==> src/rtl/keypad_if.sv <==
// Keypad-side bundle: row sense lines in, column drives and decoded key results out.
interface keypad_if;
    logic [3:0] row;
    logic [3:0] col;
    logic [3:0] key_code;
    logic       key_valid;
    logic       key_down;
    logic [7:0] entry;

    modport master (
        input  row,
        output col,
        output key_code,
        output key_valid,
        output key_down,
        output entry
    );

    modport slave (
        output row,
        input  col,
        input  key_code,
        input  key_valid,
        input  key_down,
        input  entry
    );
endinterface

==> src/rtl/keypad_scanner.sv <==
// 4x4 hex keypad scanner: column multiplexing, per-scan classification, debounce FSM
// and a two-nibble entry shift register.
module keypad_scanner #(
    parameter int CLK_FREQ       = 12000000,
    parameter int SCAN_HZ        = 1000,
    parameter int DEBOUNCE_SCANS = 4
) (
    input  logic     clk,
    input  logic     rst_n,
    keypad_if.master kp
);
    localparam int             STEP_CLKS = CLK_FREQ / SCAN_HZ;
    localparam int             TW        = (STEP_CLKS > 1) ? $clog2(STEP_CLKS) : 1;
    localparam logic [TW-1:0]  TICK_LAST = TW'(STEP_CLKS - 1);
    localparam logic [3:0]     DS        = 4'(DEBOUNCE_SCANS);

    typedef enum logic [1:0] {
        IDLE     = 2'd0,
        DEBOUNCE = 2'd1,
        PRESSED  = 2'd2,
        RELEASE  = 2'd3
    } state_t;

    // Row-major keypad legend; row 3 carries * (E), 0, # (F), D.
    function automatic logic [3:0] key_map(input logic [1:0] r, input logic [1:0] c);
        logic [3:0] code;
        case ({r, c})
            4'd0:    code = 4'h1;
            4'd1:    code = 4'h2;
            4'd2:    code = 4'h3;
            4'd3:    code = 4'hA;
            4'd4:    code = 4'h4;
            4'd5:    code = 4'h5;
            4'd6:    code = 4'h6;
            4'd7:    code = 4'hB;
            4'd8:    code = 4'h7;
            4'd9:    code = 4'h8;
            4'd10:   code = 4'h9;
            4'd11:   code = 4'hC;
            4'd12:   code = 4'hE;
            4'd13:   code = 4'h0;
            4'd14:   code = 4'hF;
            4'd15:   code = 4'hD;
            default: code = 4'h0;
        endcase
        return code;
    endfunction

    logic [3:0]    row_meta_r, row_sync_r;
    logic [TW-1:0] tick_cnt_r;
    logic          tick_s, eval_s;
    logic [3:0]    col_r;
    logic [1:0]    col_idx_r;
    logic [1:0]    acc_hits_r;
    logic [3:0]    acc_code_r;
    logic [2:0]    col_hits_s, scan_hits_s;
    logic [3:0]    col_code_s, scan_code_s;
    logic          scan_none_s, scan_single_s;
    state_t        state_r, state_nxt;
    logic [3:0]    cnt_r, cnt_nxt, cnt_inc_s;
    logic [3:0]    cand_r, cand_nxt;
    logic          accept_s, release_s;
    logic [3:0]    key_code_r;
    logic          key_valid_r, key_down_r;
    logic [7:0]    entry_r;

    assign tick_s    = (tick_cnt_r == TICK_LAST);
    assign eval_s    = tick_s && (col_idx_r == 2'd3);
    assign cnt_inc_s = cnt_r + 4'd1;

    // Two-flop synchroniser for the asynchronous row lines.
    always_ff @(posedge clk or negedge rst_n) begin
        if (!rst_n) begin
            row_meta_r <= 4'b1111;
            row_sync_r <= 4'b1111;
        end else begin
            row_meta_r <= kp.row;
            row_sync_r <= row_meta_r;
        end
    end

    // Step divider and column rotation.
    always_ff @(posedge clk or negedge rst_n) begin
        if (!rst_n) begin
            tick_cnt_r <= '0;
            col_r      <= 4'b1110;
            col_idx_r  <= 2'd0;
        end else if (tick_s) begin
            tick_cnt_r <= '0;
            col_r      <= {col_r[2:0], col_r[3]};
            col_idx_r  <= col_idx_r + 2'd1;
        end else begin
            tick_cnt_r <= tick_cnt_r + TW'(1);
        end
    end

    // Keys seen in the active column merged with what earlier columns of this scan found.
    always_comb begin
        col_hits_s = 3'd0;
        col_code_s = 4'h0;
        for (int r = 3; r >= 0; r--) begin
            if (!row_sync_r[r]) begin
                col_hits_s = col_hits_s + 3'd1;
                col_code_s = key_map(2'(r), col_idx_r);
            end else begin
                col_hits_s = col_hits_s;
            end
        end
        scan_hits_s   = {1'b0, acc_hits_r} + col_hits_s;
        scan_code_s   = (acc_hits_r != 2'd0) ? acc_code_r : col_code_s;
        scan_none_s   = (scan_hits_s == 3'd0);
        scan_single_s = (scan_hits_s == 3'd1);
    end

    // Per-scan accumulator, saturating at 2 (meaning "several keys").
    always_ff @(posedge clk or negedge rst_n) begin
        if (!rst_n) begin
            acc_hits_r <= 2'd0;
            acc_code_r <= 4'h0;
        end else if (eval_s) begin
            acc_hits_r <= 2'd0;
            acc_code_r <= 4'h0;
        end else if (tick_s) begin
            acc_hits_r <= (scan_hits_s >= 3'd2) ? 2'd2 : scan_hits_s[1:0];
            acc_code_r <= scan_code_s;
        end else begin
            acc_hits_r <= acc_hits_r;
            acc_code_r <= acc_code_r;
        end
    end

    // Debounce FSM state register.
    always_ff @(posedge clk or negedge rst_n) begin
        if (!rst_n) begin
            state_r <= IDLE;
            cnt_r   <= 4'd0;
            cand_r  <= 4'h0;
        end else begin
            state_r <= state_nxt;
            cnt_r   <= cnt_nxt;
            cand_r  <= cand_nxt;
        end
    end

    // Debounce FSM transitions; only a completed scan can move it.
    always_comb begin
        state_nxt = state_r;
        cnt_nxt   = cnt_r;
        cand_nxt  = cand_r;
        accept_s  = 1'b0;
        release_s = 1'b0;
        if (eval_s) begin
            case (state_r)
                IDLE: begin
                    if (scan_single_s) begin
                        cand_nxt = scan_code_s;
                        if (DS == 4'd1) begin
                            state_nxt = PRESSED;
                            cnt_nxt   = 4'd0;
                            accept_s  = 1'b1;
                        end else begin
                            state_nxt = DEBOUNCE;
                            cnt_nxt   = 4'd1;
                        end
                    end else begin
                        cnt_nxt = 4'd0;
                    end
                end
                DEBOUNCE: begin
                    if (scan_single_s && (scan_code_s == cand_r)) begin
                        if (cnt_inc_s >= DS) begin
                            state_nxt = PRESSED;
                            cnt_nxt   = 4'd0;
                            accept_s  = 1'b1;
                        end else begin
                            cnt_nxt = cnt_inc_s;
                        end
                    end else if (scan_single_s) begin
                        cand_nxt = scan_code_s;
                        cnt_nxt  = 4'd1;
                    end else begin
                        state_nxt = IDLE;
                        cnt_nxt   = 4'd0;
                    end
                end
                PRESSED: begin
                    if (scan_none_s && (DS == 4'd1)) begin
                        state_nxt = IDLE;
                        cnt_nxt   = 4'd0;
                        release_s = 1'b1;
                    end else if (scan_none_s) begin
                        state_nxt = RELEASE;
                        cnt_nxt   = 4'd1;
                    end else begin
                        state_nxt = PRESSED;
                    end
                end
                RELEASE: begin
                    if (scan_none_s && (cnt_inc_s >= DS)) begin
                        state_nxt = IDLE;
                        cnt_nxt   = 4'd0;
                        release_s = 1'b1;
                    end else if (scan_none_s) begin
                        cnt_nxt = cnt_inc_s;
                    end else begin
                        state_nxt = PRESSED;
                        cnt_nxt   = 4'd0;
                    end
                end
                default: begin
                    state_nxt = IDLE;
                    cnt_nxt   = 4'd0;
                end
            endcase
        end else begin
            state_nxt = state_r;
        end
    end

    // Acceptance / release side effects, one clock after the evaluating tick.
    always_ff @(posedge clk or negedge rst_n) begin
        if (!rst_n) begin
            key_code_r  <= 4'h0;
            key_valid_r <= 1'b0;
            key_down_r  <= 1'b0;
            entry_r     <= 8'h00;
        end else begin
            key_valid_r <= accept_s;
            if (accept_s) begin
                key_code_r <= cand_nxt;
                entry_r    <= {entry_r[3:0], cand_nxt};
                key_down_r <= 1'b1;
            end else if (release_s) begin
                key_down_r <= 1'b0;
            end else begin
                key_down_r <= key_down_r;
            end
        end
    end

    assign kp.col       = col_r;
    assign kp.key_code  = key_code_r;
    assign kp.key_valid = key_valid_r;
    assign kp.key_down  = key_down_r;
    assign kp.entry     = entry_r;
endmodule

==> src/flat_wrapper.sv <==
// flat-port wrapper written by rule: the top's interface ports become plain ports
module keypad_scanner_flat 
#(
    parameter int CLK_FREQ       = 12000000,
    parameter int SCAN_HZ        = 1000,
    parameter int DEBOUNCE_SCANS = 4
)
  (clk, rst_n, kp_row, kp_col, kp_key_code, kp_key_valid, kp_key_down, kp_entry);
  keypad_if kp_i ();
  input  logic clk;
  input  logic rst_n;
  input wire logic [$bits(kp_i.row)-1:0] kp_row;
  output wire logic [$bits(kp_i.col)-1:0] kp_col;
  output wire logic [$bits(kp_i.key_code)-1:0] kp_key_code;
  output wire logic [$bits(kp_i.key_valid)-1:0] kp_key_valid;
  output wire logic [$bits(kp_i.key_down)-1:0] kp_key_down;
  output wire logic [$bits(kp_i.entry)-1:0] kp_entry;
  assign kp_i.row = kp_row;
  assign kp_col = kp_i.col;
  assign kp_key_code = kp_i.key_code;
  assign kp_key_valid = kp_i.key_valid;
  assign kp_key_down = kp_i.key_down;
  assign kp_entry = kp_i.entry;
  keypad_scanner #(.CLK_FREQ(CLK_FREQ), .SCAN_HZ(SCAN_HZ), .DEBOUNCE_SCANS(DEBOUNCE_SCANS)) u_core (.clk(clk), .rst_n(rst_n), .kp(kp_i));
endmodule
==> config.mk <==
export PLATFORM = sky130hd
export DESIGN_NAME = keypad_scanner_flat
export DESIGN_NICKNAME = d
export VERILOG_FILES = /design/src/rtl/keypad_if.sv /design/src/rtl/keypad_scanner.sv /design/src/flat_wrapper.sv
export SDC_FILE = /design/constraint.sdc
export NUM_CORES = 1
export LEC_CHECK = 0
export CAP_MARGIN = 30
export CORE_MARGIN = 3
export CORE_UTILIZATION = 62
export DETAILED_ROUTE_END_ITERATION = 10
export GPL_TIMING_DRIVEN = 0
export HOLD_SLACK_MARGIN = 0.03
export MAX_ROUTING_LAYER = met4
export PLACE_DENSITY = 0.95
export SLEW_MARGIN = 40
export SYNTH_ARGS = -nofsm -noshare
export SYNTH_HDL_FRONTEND = slang
export SYNTH_SLANG_ARGS = --single-unit
==> constraint.sdc <==
create_clock -name clk -period 13.05 [get_ports clk]
set_clock_uncertainty 0.2 [all_clocks]
set_input_delay 2.61 -clock clk [delete_from_list [all_inputs] [get_ports clk]]
set_output_delay 2.61 -clock clk [all_outputs]
set_load 0.05 [all_outputs]
======== Word-level counts from Yosys, hierarchy flattened ========
Index checks and enable logic that the tools add are counted.
Widths: inputs -> output; s select.
cells by class
  $add $sub $neg .......................... 7
  order comparisons ....................... 2
  equal/unequal tests ..................... 14
  multiplexer cells ....................... 47
  reductions and logical operators ........ 11
operators by type and width
  operator               number
  $pmux 4 s4             5
  $mux 4                 15
  $mux 2                 9
  $add 14x1->14 const B  1
  $eq 14x14->1 const B   1
  $mux 14                1
  $mux 1                 12
  $mux 3                 3
  $ne 3x3->1 const B     3
  $eq 2x2->1 const B     4
  $pmux 2 s4             1
  $pmux 4 s2             1
  $add 3x1->3 const B    2
  $reduce_bool 2->1      3
  $reduce_and 5->1       1
  $add 4x1->4 const B    1
  $eq 2x1->1 const B     2
  $eq 4x4->1             1
  $ge 4x3->1 const B     1
  $logic_not 2->1        2
  $ne 2x1->1 const B     2
  $add 2x3->3            1
  $eq 3x1->1 const B     1
  $ge 3x2->1 const B     1
  other kinds (5)        7
storage, ports and cells
  bits in registers ....................... 58
  bits of input ports ..................... 6
  output and inout port bits .............. 18
  word-level logic and storage cells ...... 95

======== Depth between registers and ports, before layout ========
Gate-level depths: netlist of run 1.
  word-level depth ........................ 15
  depth in mapped cells ................... 14

======== Worst setup path after synthesis of run 1 ========
Ideal clock, no wire load.
  path kind ............................... register to register
  start ................................... register u_core.row_sync_r[2]
  end ..................................... register u_core.entry_r[3], in the netlist u_core.kp.entry[3]
  data arrival time ....................... 4113 ps
  slack ................................... 8612 ps
  cell stages (with the launch flop) ...... 14
  buffers on the path ..................... 1
  clock period less this slack ............ 4438 ps
  cells stage by stage .................... dfstp_2 inv_1 ha_1 xnor2_1 ha_1 mux2_2 fa_1 xnor3_1 nor2_2 nand2_1 or4_1 buf_2 nor4_4 mux2_2
on the way
  cells in the longest elaborated chain, start to end .. 11
  elaborated cells between the ends (all ways) .. 20
  classes of those cells .................. add/sub (3); eq/ne (2); mux (14); reduce/logical (1)
ends and longest elaborated chain
  item                                                line                                                                 source
  start, declared                                     keypad_scanner.sv:49                                                 logic [3:0] row_meta_r, row_sync_r;
  start signal, assigned                              keypad_scanner.sv:78                                                 row_sync_r <= row_meta_r;
  $mux 3                                              keypad_scanner.sv:102                                                if (!row_sync_r[r]) begin
  $add 3x1->3                                         keypad_scanner.sv:103                                                col_hits_s = col_hits_s + 3'd1;
  $mux 3                                              keypad_scanner.sv:102
  $add 3x1->3                                         keypad_scanner.sv:103
  $mux 3                                              keypad_scanner.sv:102
  $add 2x3->3                                         keypad_scanner.sv:109                                                scan_hits_s = {1'b0, acc_hits_r} + col_hits_s;
  $eq 3x1->1                                          keypad_scanner.sv:112                                                scan_single_s = (scan_hits_s == 3'd1);
  $mux 4 / $logic_and 1x1->1 (equally long branches)  keypad_scanner.sv:155, keypad_scanner.sv:178, keypad_scanner.sv:170
  $mux 4 / $mux 1 (equally long branches)             keypad_scanner.sv:170                                                if (scan_single_s && (scan_code_s == cand_r)) begin
  $pmux 4 s2 / $mux 1 (equally long branches)         keypad_scanner.sv:153                                                case (state_r)
  $mux 4 / $mux 1 (equally long branches)             keypad_scanner.sv:152                                                if (eval_s) begin
  end signal, assigned                                keypad_scanner.sv:231                                                entry_r <= {entry_r[3:0], cand_nxt};
  end, declared                                       keypad_scanner.sv:65                                                 logic [7:0] entry_r;
Parallel ways exist; a longest one is shown, timed or not.
A chain may end at the register's enable or synchronous reset.

======== Final worst setup path of run 1 ========
  start ................................... register u_core.row_sync_r[2]
  end ..................................... register u_core.key_code_r[1], in the netlist u_core.kp.key_code[1]
on the way
  cells in the longest elaborated chain, start to end .. 11
  elaborated cells between the ends (all ways) .. 20
  classes of those cells .................. add/sub (3); eq/ne (2); mux (14); reduce/logical (1)
ends and longest elaborated chain
  item                                                line                                                                 source
  $mux 3                                              keypad_scanner.sv:102
  $add 3x1->3                                         keypad_scanner.sv:103
  $mux 3                                              keypad_scanner.sv:102
  $add 3x1->3                                         keypad_scanner.sv:103
  $mux 3                                              keypad_scanner.sv:102
  $add 2x3->3                                         keypad_scanner.sv:109
  $eq 3x1->1                                          keypad_scanner.sv:112
  $mux 4 / $logic_and 1x1->1 (equally long branches)  keypad_scanner.sv:155, keypad_scanner.sv:178, keypad_scanner.sv:170
  $mux 4 / $mux 1 (equally long branches)             keypad_scanner.sv:170
  $pmux 4 s2 / $mux 1 (equally long branches)         keypad_scanner.sv:153
  $mux 4 / $mux 1 (equally long branches)             keypad_scanner.sv:152
  end signal, assigned                                keypad_scanner.sv:230                                                key_code_r <= cand_nxt;
  end, declared                                       keypad_scanner.sv:63                                                 logic [3:0] key_code_r;
Parallel ways exist; a longest one is shown, timed or not.

==> results of run 1 <==
synth_stat cells, drive strengths merged (4+ instances only):
library cell	instances
nand2b	4
xor2	9
dfstp	11
ha	12
nor2	24
inv	10
dfrtp	43
nand3	13
nor4	6
mux2	12
nor3	6
a21oi	6
nand2	38
and2	4
xnor2	9
a21o	4
o21ai	19
o211ai	5
buf	10
placed cells by master, fill, tap and decap left out, drive strengths merged, types with 6 or more instances in the layout:
| cell type | instances |
|---|---|
| mux2 | 12 |
| xor2 | 9 |
| dfrtp | 43 |
| o21ai | 19 |
| nor2 | 24 |
| buf | 12 |
| ha | 12 |
| a21oi | 6 |
| dfstp | 11 |
| nand2 | 38 |
| inv | 10 |
| nand3 | 13 |
| clkdlybuf4s50 | 22 |
| nor4 | 6 |
| nor3 | 6 |
| clkbuf | 9 |
| xnor2 | 9 |
state kept, by name, indices dropped and copies added, names as in the netlist:
name / flops
u_core.tick_cnt_r: 14
u_core.kp.entry: 5
u_core.acc_code_r: 4
u_core.cand_r: 4
u_core.cnt_r: 4
u_core.kp.col: 4
u_core.row_meta_r: 4
u_core.row_sync_r: 4
u_core.kp.key_code: 3
u_core.acc_hits_r: 2
u_core.col_idx_r: 2
u_core.state_r: 2
u_core.kp.key_down: 1
u_core.kp.key_valid: 1
kinds of logic (layout without fill, tap and decap cells):
logic type,count (synthesis),after routing,synth area share [%]
compound gates,51,51,11.4
xor+xnor,19,19,6.17
fa+ha+maj,13,13,5.83
buf+inv,22,54,4.03
flops,54,54,46.8
mux,15,15,5.66
simple gates,114,114,20.1
through the flow:
| stage | area [um2] | hold WS, ns | worst slack, ns | power [mW] | util, % |
|---|---|---|---|---|---|
| after floorplan | 2920 | 0.145 | 8.61 | 0.189 | - |
| after global placement | 3210 | 0.146 | 7.69 | 0.197 | 72.3 |
| after detailed placement | 3240 | 0.147 | 8.21 | 0.198 | 72.9 |
| after CTS | 3350 | 0.161 | 8.19 | 0.300 | 75.3 |
| after global routing | 3350 | 0.163 | 7.94 | 0.308 | 75.3 |
| final | 3350 | 0.160 | 8.20 | 0.298 | 75.3 |
where the power goes:
part	internal, mW	switching, mW	leakage [nW]
Clock	0.0487	0.0540	0.0544
Sequential	0.170	0.000981	0.702
Combinational	0.0102	0.0145	0.786
worst max-delay path: stages, from the launching register on:
cell and delay [ns]:
dfstp_2 0.62, inv_1 0.06, ha_1 0.33, xnor2_1 0.23
ha_1 0.27, mux2_2 0.28, fa_1 0.42, xnor3_1 0.41
nor2_2 0.23, nand2_1 0.12, or4_1 0.47, buf_2 0.17
nor4_4 0.52, mux2_2 0.40
metal layers:
metal	vias to the layer above	share of wire, %
met5	-	0
met1	1025	44
met3	16	4.2
met4	0	2.6
met2	55	49
li1	1066	-
how the worst max path moves through the flow:
stage	start	endpoint	slack [ns]	cells past startpoint
2_1_floorplan	u_core.row_sync_r[2]$_DFF_PN1_	u_core.kp.entry[3]$_DFFE_PN0P_	8.61	13
3_3_place_gp	rst_n	u_core.tick_cnt_r[0]$_DFF_PN0_	7.69	1
3_5_place_dp	u_core.row_sync_r[2]$_DFF_PN1_	u_core.kp.key_code[1]$_DFFE_PN0P_	8.21	13
4_1_cts	u_core.row_sync_r[2]$_DFF_PN1_	u_core.kp.key_code[1]$_DFFE_PN0P_	8.19	13
5_1_grt	u_core.row_sync_r[2]$_DFF_PN1_	u_core.kp.key_code[1]$_DFFE_PN0P_	7.94	13
6_report	u_core.row_sync_r[2]$_DFF_PN1_	u_core.kp.key_code[1]$_DFFE_PN0P_	8.20	13
area by class of cell:
| class | instances | share of cell area [%] |
|---|---|---|
| timing repair buffer | 24 | 7.40 |
| sequential | 54 | 40.8 |
| clock buffer | 7 | 2.88 |
| inverter | 10 | 1.12 |
| buffer | 12 | 2.39 |
| tap | 52 | 1.94 |
| multi-input combinational | 212 | 43.2 |
| clock inverter | 1 | 0.262 |
==> out/results.tsv, run 1 <==
metric	value	unit
status	finished, final reports clean	
RePlAce Congestion	0.909	
synth unique cells	51	
most crowded layer after global routing	met2	
CP Data Required Time	13.06	ns
# diodes	0	
flop-to-flop setup slack	8.20	ns
Die Y	74.6	um
core area	4440	um2
Initial Util	65.7	%
clock sink total	54	
hold-fix buffers at CTS	0	
share of layout cells above drive strength 1	17.2	%
register bit total from synthesis	54	
PortBufs	23	
pin count of the biggest net entering global routing	33	
initial antenna violation count	0	
TritonCTS clock tree	yes	
R2R Path Start	u_core.row_sync_r[2]$_DFF_PN1_	
area of the multi-input gates	1450	um2
worst-skew pair later-pin latency	0.31	ns
clock root buffer	clkbuf_8	
Synth Net Count	307	
FF-to-FF End	u_core.kp.key_code[1]$_DFFE_PN0P_	
Worst setup EP type	register	
hold endpoint	u_core.row_sync_r[3]$_DFF_PN1_	
FP Rows	24	
width of the die	74.6	um
Startpoint Class	register	
CP Class	register to register	
Final Hold Fails	0	
Vias	2162	
Post-Synthesis Cells	288	
DRT iter0 DRCs	160	
post-synth top area share	36.9	%
Hold Crit Class	register to register	
met1 Resource Use GR	29.7	%
async set or reset register ratio after synthesis	100	%
Main synth FF type	dfrtp_1	
sequential share of the synthesized area	46.8	%
met2 Use GR	37.5	%
worst-path fanout max	9	
static leakage power	1.54	nW
ANT nets after route	0	
die area	5570	um2
Max-slew headroom	56.7	%
Inst Count DP	364	
vias per cell	5.81	
GRT Resource Usage Total	23.5	%
max-capacitance violation count	0	
Area growth syn-to-layout	14.6	%
HPWL after DPL	4130	um
vias in the first global route	2063	
# resized after CTS	0	
area of the mapped netlist	2920	um2
Max Freq	0.206	GHz
wirelength, routed	5590	um
worst r2r path cells	13	
Power Dens Cells	89.0	nW/um2
Setup Buffers After CTS	0	
Hold Path Origin	u_core.row_meta_r[3]$_DFF_PN1_	
unrepaired setup endpoints after global routing	no	
Num CTS Buffers	5	
# DRC	0	
DRT Pass-1 Iters	4	
worst-margin pin slew	0.645	ns
CTS clk-pin slew, worst paths	0.10	ns
Syn. warnings	0	
Slew Viols, Final	0	
fin crit share	37.2	%
Hold Crit Depth	0	
clock buffer depth	2	
first-pass GRT wire length	9690	um
htree depth	2	
routed len/inst	15.0	um
Post-synth EDFFs	0	
synth top area cells	dfrtp_1 37%, dfstp_2 9.9%, ha_1 5.1%	
total gr overflow	0	
Yosys top cell by area	dfrtp_1	
maximum VDD drop	0.0000680	V
GR met3 Demand/Resource	4.27	%
Setup Viol. Count Final	0	
register area	1370	um2
Tmin final	4.85	ns
WP data arrival	4.86	ns
fillcell total	308	
fin cells	372	
syn_area_per_cell	10.1	um2
# nets final	338	
Fin Setup TNS	0	ns
total I/O pin count	24	
No activity file was read; power rests on OpenSTA's default activity.
==> inputs of run 2 (changes only) <==
--- a/config.mk
+++ b/config.mk
@@ -7,12 +7,12 @@
 export LEC_CHECK = 0
 export CAP_MARGIN = 30
 export CORE_MARGIN = 3
-export CORE_UTILIZATION = 62
+export CORE_UTILIZATION = 58
 export DETAILED_ROUTE_END_ITERATION = 10
 export GPL_TIMING_DRIVEN = 0
 export HOLD_SLACK_MARGIN = 0.03
 export MAX_ROUTING_LAYER = met4
-export PLACE_DENSITY = 0.95
+export PLACE_DENSITY = 0.91
 export SLEW_MARGIN = 40
 export SYNTH_ARGS = -nofsm -noshare
 export SYNTH_HDL_FRONTEND = slang
==> constraint.sdc (replaced) <==
create_clock -name clk -period 4.5 [get_ports clk]
set_clock_uncertainty 0.2 [all_clocks]
set_input_delay 0.9 -clock clk [delete_from_list [all_inputs] [get_ports clk]]
set_output_delay 0.9 -clock clk [all_outputs]
set_load 0.05 [all_outputs]
==> run 2 against run 1 <==
Against the previous run:
- first-iteration DRC count shrank 38%
- setup slack worse by 8.1 ns
- clock-buffer cell count fell by 1
- largest power group unchanged
- sequential power grew to 2.9 times the previous value
- maximum frequency up 11%
- sequential cell count stayed put
- sequential share of layout area shrank 0.79 points
- register-to-register slack got worse by 8.1 ns
- die area rose by 6.3%
- combinational power grew to 3.3 times the previous value
- highest routed layer unchanged
- clock power grew to 2.8 times the previous value
- power increased to 2.9 times the previous value
==> out/results.tsv, run 2 (same netlist as run 1, synthesis figures left out) <==
metric	value	unit	change
status	finished, final reports clean		
fillcell total	352		+14%
DRT iter0 DRCs	99		-38%
fin crit share	97.0	%	+60 points
Hold Slack	0.159	ns	-0.00104 ns
initial antenna violation count	0		unchanged
switching pwr	0.207	mW	+200%
DRT Pass-1 Iters	4		unchanged
Worst path max stage delay	0.55	ns	-0.07 ns
PortBufs	23		unchanged
flop-to-flop setup slack	0.14	ns	-8.06 ns
hold-fix buffers at CTS	0		unchanged
HPWL after DPL	3950	um	-4.5%
Area growth syn-to-layout	16.9	%	
DR top layer	met4		
CTS clk-pin slew, worst paths	0.10	ns	about the same
RePlAce Congestion	0.924		+1.7%
Max Freq	0.229	GHz	+11%
Setup Viol. Count Final	0		unchanged
clock group share of total power	33.1	%	-1.4 points
Die Y	76.9	um	+3.1%
maximum VDD drop	0.000204	V	+200%
vias in the first global route	2130		+3.2%
Num CTS Buffers	5		unchanged
pin count of the biggest net entering global routing	36		+9.1%
CP Class	register to register		
Final Hold Fails	0		unchanged
clock root buffer	clkbuf_8		
Crit path max-delay family	adder cells		
Initial Util	61.0	%	-4.7 points
worst-margin pin slew	0.628	ns	-0.0171 ns
static leakage power	1.56	nW	+1.5%
Max-slew headroom	57.8	%	+1.1 points
unrepaired setup endpoints after global routing	no		
Power Dens Cells	252	nW/um2	+180%
Final WS setup	0.137	ns	-8.06 ns
total I/O pin count	24		unchanged
FP Rows	25		+4.2%
met3 routed WL	189	um	-20%
final core occ	71.3	%	-4.0 points
# diodes	0		unchanged
Hold Path Origin	u_core.row_meta_r[2]$_DFF_PN1_		
total power	0.860	mW	+190%
ANT nets after route	0		unchanged
core area	4790	um2	+7.7%
worst-skew pair later-pin latency	0.31	ns	about the same
share of layout cells above drive strength 1	19.1	%	+1.9 points
commonest cells after routing, fill and taps aside	43 x dfrtp_1, 38 x nand2_1, 22 x nor2_1, 22 x clkdlybuf4s50_1, 19 x o21ai_0		
TritonCTS clock tree	yes		
Comb power frac	9.6	%	+1.3 points
R2R Path Start	u_core.row_sync_r[3]$_DFF_PN1_		
Startpoint Class	register		
hold endpoint	u_core.row_sync_r[2]$_DFF_PN1_		
critical-path cell list	inv_1 > ha_1 > xnor2_2 > ha_1 > mux2_2 > fa_1 > xnor3_2 > nor2_4 > nand2_1 > or4_1 > buf_2 > nor4_4 > buf_6 > mux2_2		
Hold Crit Depth	0		unchanged
CP bufs+invs	3		+1
Vias	2194		+1.5%
wirelength, routed	5420	um	-3.0%
CP Data Required Time	4.50	ns	-8.56 ns
part of the power in registers	57.4	%	about the same
switch share	24.0	%	+0.71 points
# DRC	0		unchanged
Hold Crit Class	register to register		
total gr overflow	0		unchanged
metal2 WL	2700	um	-1.9%
Largest register FFs	14		unchanged
Slew Viols, Final	0		unchanged
met1 WL	2430	um	-1.2%
Tmin final	4.36	ns	-0.487 ns
clock sink total	54		unchanged
internal power	0.654	mW	+190%
# nets final	342		+1.2%
die area	5920	um2	+6.3%
register area	1370	um2	unchanged
slowest CP cell	dfstp_2		
worst-path fanout max	8		-1
worst slack, placed	-0.303	ns	-8.51 ns
commonest non-fill, non-tap cell in the layout	dfrtp_1		
width of the die	76.9	um	+3.1%
FF-to-FF End	u_core.kp.entry[7]$_DFFE_PN0P_		
vias per cell	5.61		-3.5%
largest reg by FF count	u_core.tick_cnt_r		
routed len/inst	13.9	um	-7.7%
area of the multi-input gates	1460	um2	+1.3%
worst r2r path cells	14		+1
htree depth	2		unchanged
WP data arrival	4.36	ns	-0.50 ns
clock buffer depth	2		unchanged
max-capacitance violation count	0		unchanged
first-pass GRT wire length	9620	um	-0.71%
Worst setup EP type	register		
GRT Resource Usage Total	20.7	%	-2.8 points
-- run 2: final cells by class --
class | instances | share of cell area [%]
buffer | 12 | 2.35
tap | 67 | 2.46
timing repair buffer | 28 | 8.25
sequential | 54 | 40.0
multi-input combinational | 212 | 42.9
inverter | 10 | 1.10
clock buffer | 6 | 2.42
clock inverter | 2 | 0.513
-- run 2: worst max-delay path by stage --
stage                                              start                              to  cells past startpoint
after global routing      u_core.row_sync_r[3]$_DFF_PN1_  u_core.kp.entry[7]$_DFFE_PN0P_                     14
after CTS                 u_core.row_sync_r[2]$_DFF_PN1_  u_core.kp.entry[7]$_DFFE_PN0P_                     14
after global placement    u_core.row_sync_r[2]$_DFF_PN1_  u_core.kp.entry[5]$_DFFE_PN0P_                     13
final                     u_core.row_sync_r[3]$_DFF_PN1_  u_core.kp.entry[7]$_DFFE_PN0P_                     14
after floorplan           u_core.row_sync_r[2]$_DFF_PN1_  u_core.kp.entry[3]$_DFFE_PN0P_                     13
after detailed placement  u_core.row_sync_r[2]$_DFF_PN1_  u_core.kp.entry[7]$_DFFE_PN0P_                     13
-- run 2: per-layer routing --
metal	vias up	global-route usage, %
li1	1073	-
met1	1052	25.6
met2	57	34.1
met3	12	4.11
met4	0	7.07
met5	-	-
-- run 2: repair_timing --
item / in CTS / in global routing
buffers inserted: 1 / 3
pin swaps: 2 / 1
gates resized for setup: 3 / 2
setup endpoints to repair: 12 / 11
gates cloned: 0 / 0
-- run 2: per-stage QoR --
stage / setup TNS, ns / cells / instance area (um2)
2_1_floorplan: 0 / 288 / 2920
3_3_place_gp: -2.25 / 378 / 3230
5_1_grt: 0 / 391 / 3410
4_1_cts: 0 / 388 / 3380
3_5_place_dp: -3.10 / 379 / 3260
6_report: 0 / 391 / 3410
-- run 2: power by group through the flow --
stage               logic, mW  clock network, mW  registers (mW)
finish                 0.0823              0.285           0.493
floorplan              0.0460                  0           0.503
CTS                    0.0770              0.293           0.495
global placement       0.0675                  0           0.503
detailed placement     0.0719                  0           0.504
global route           0.0917              0.312           0.494
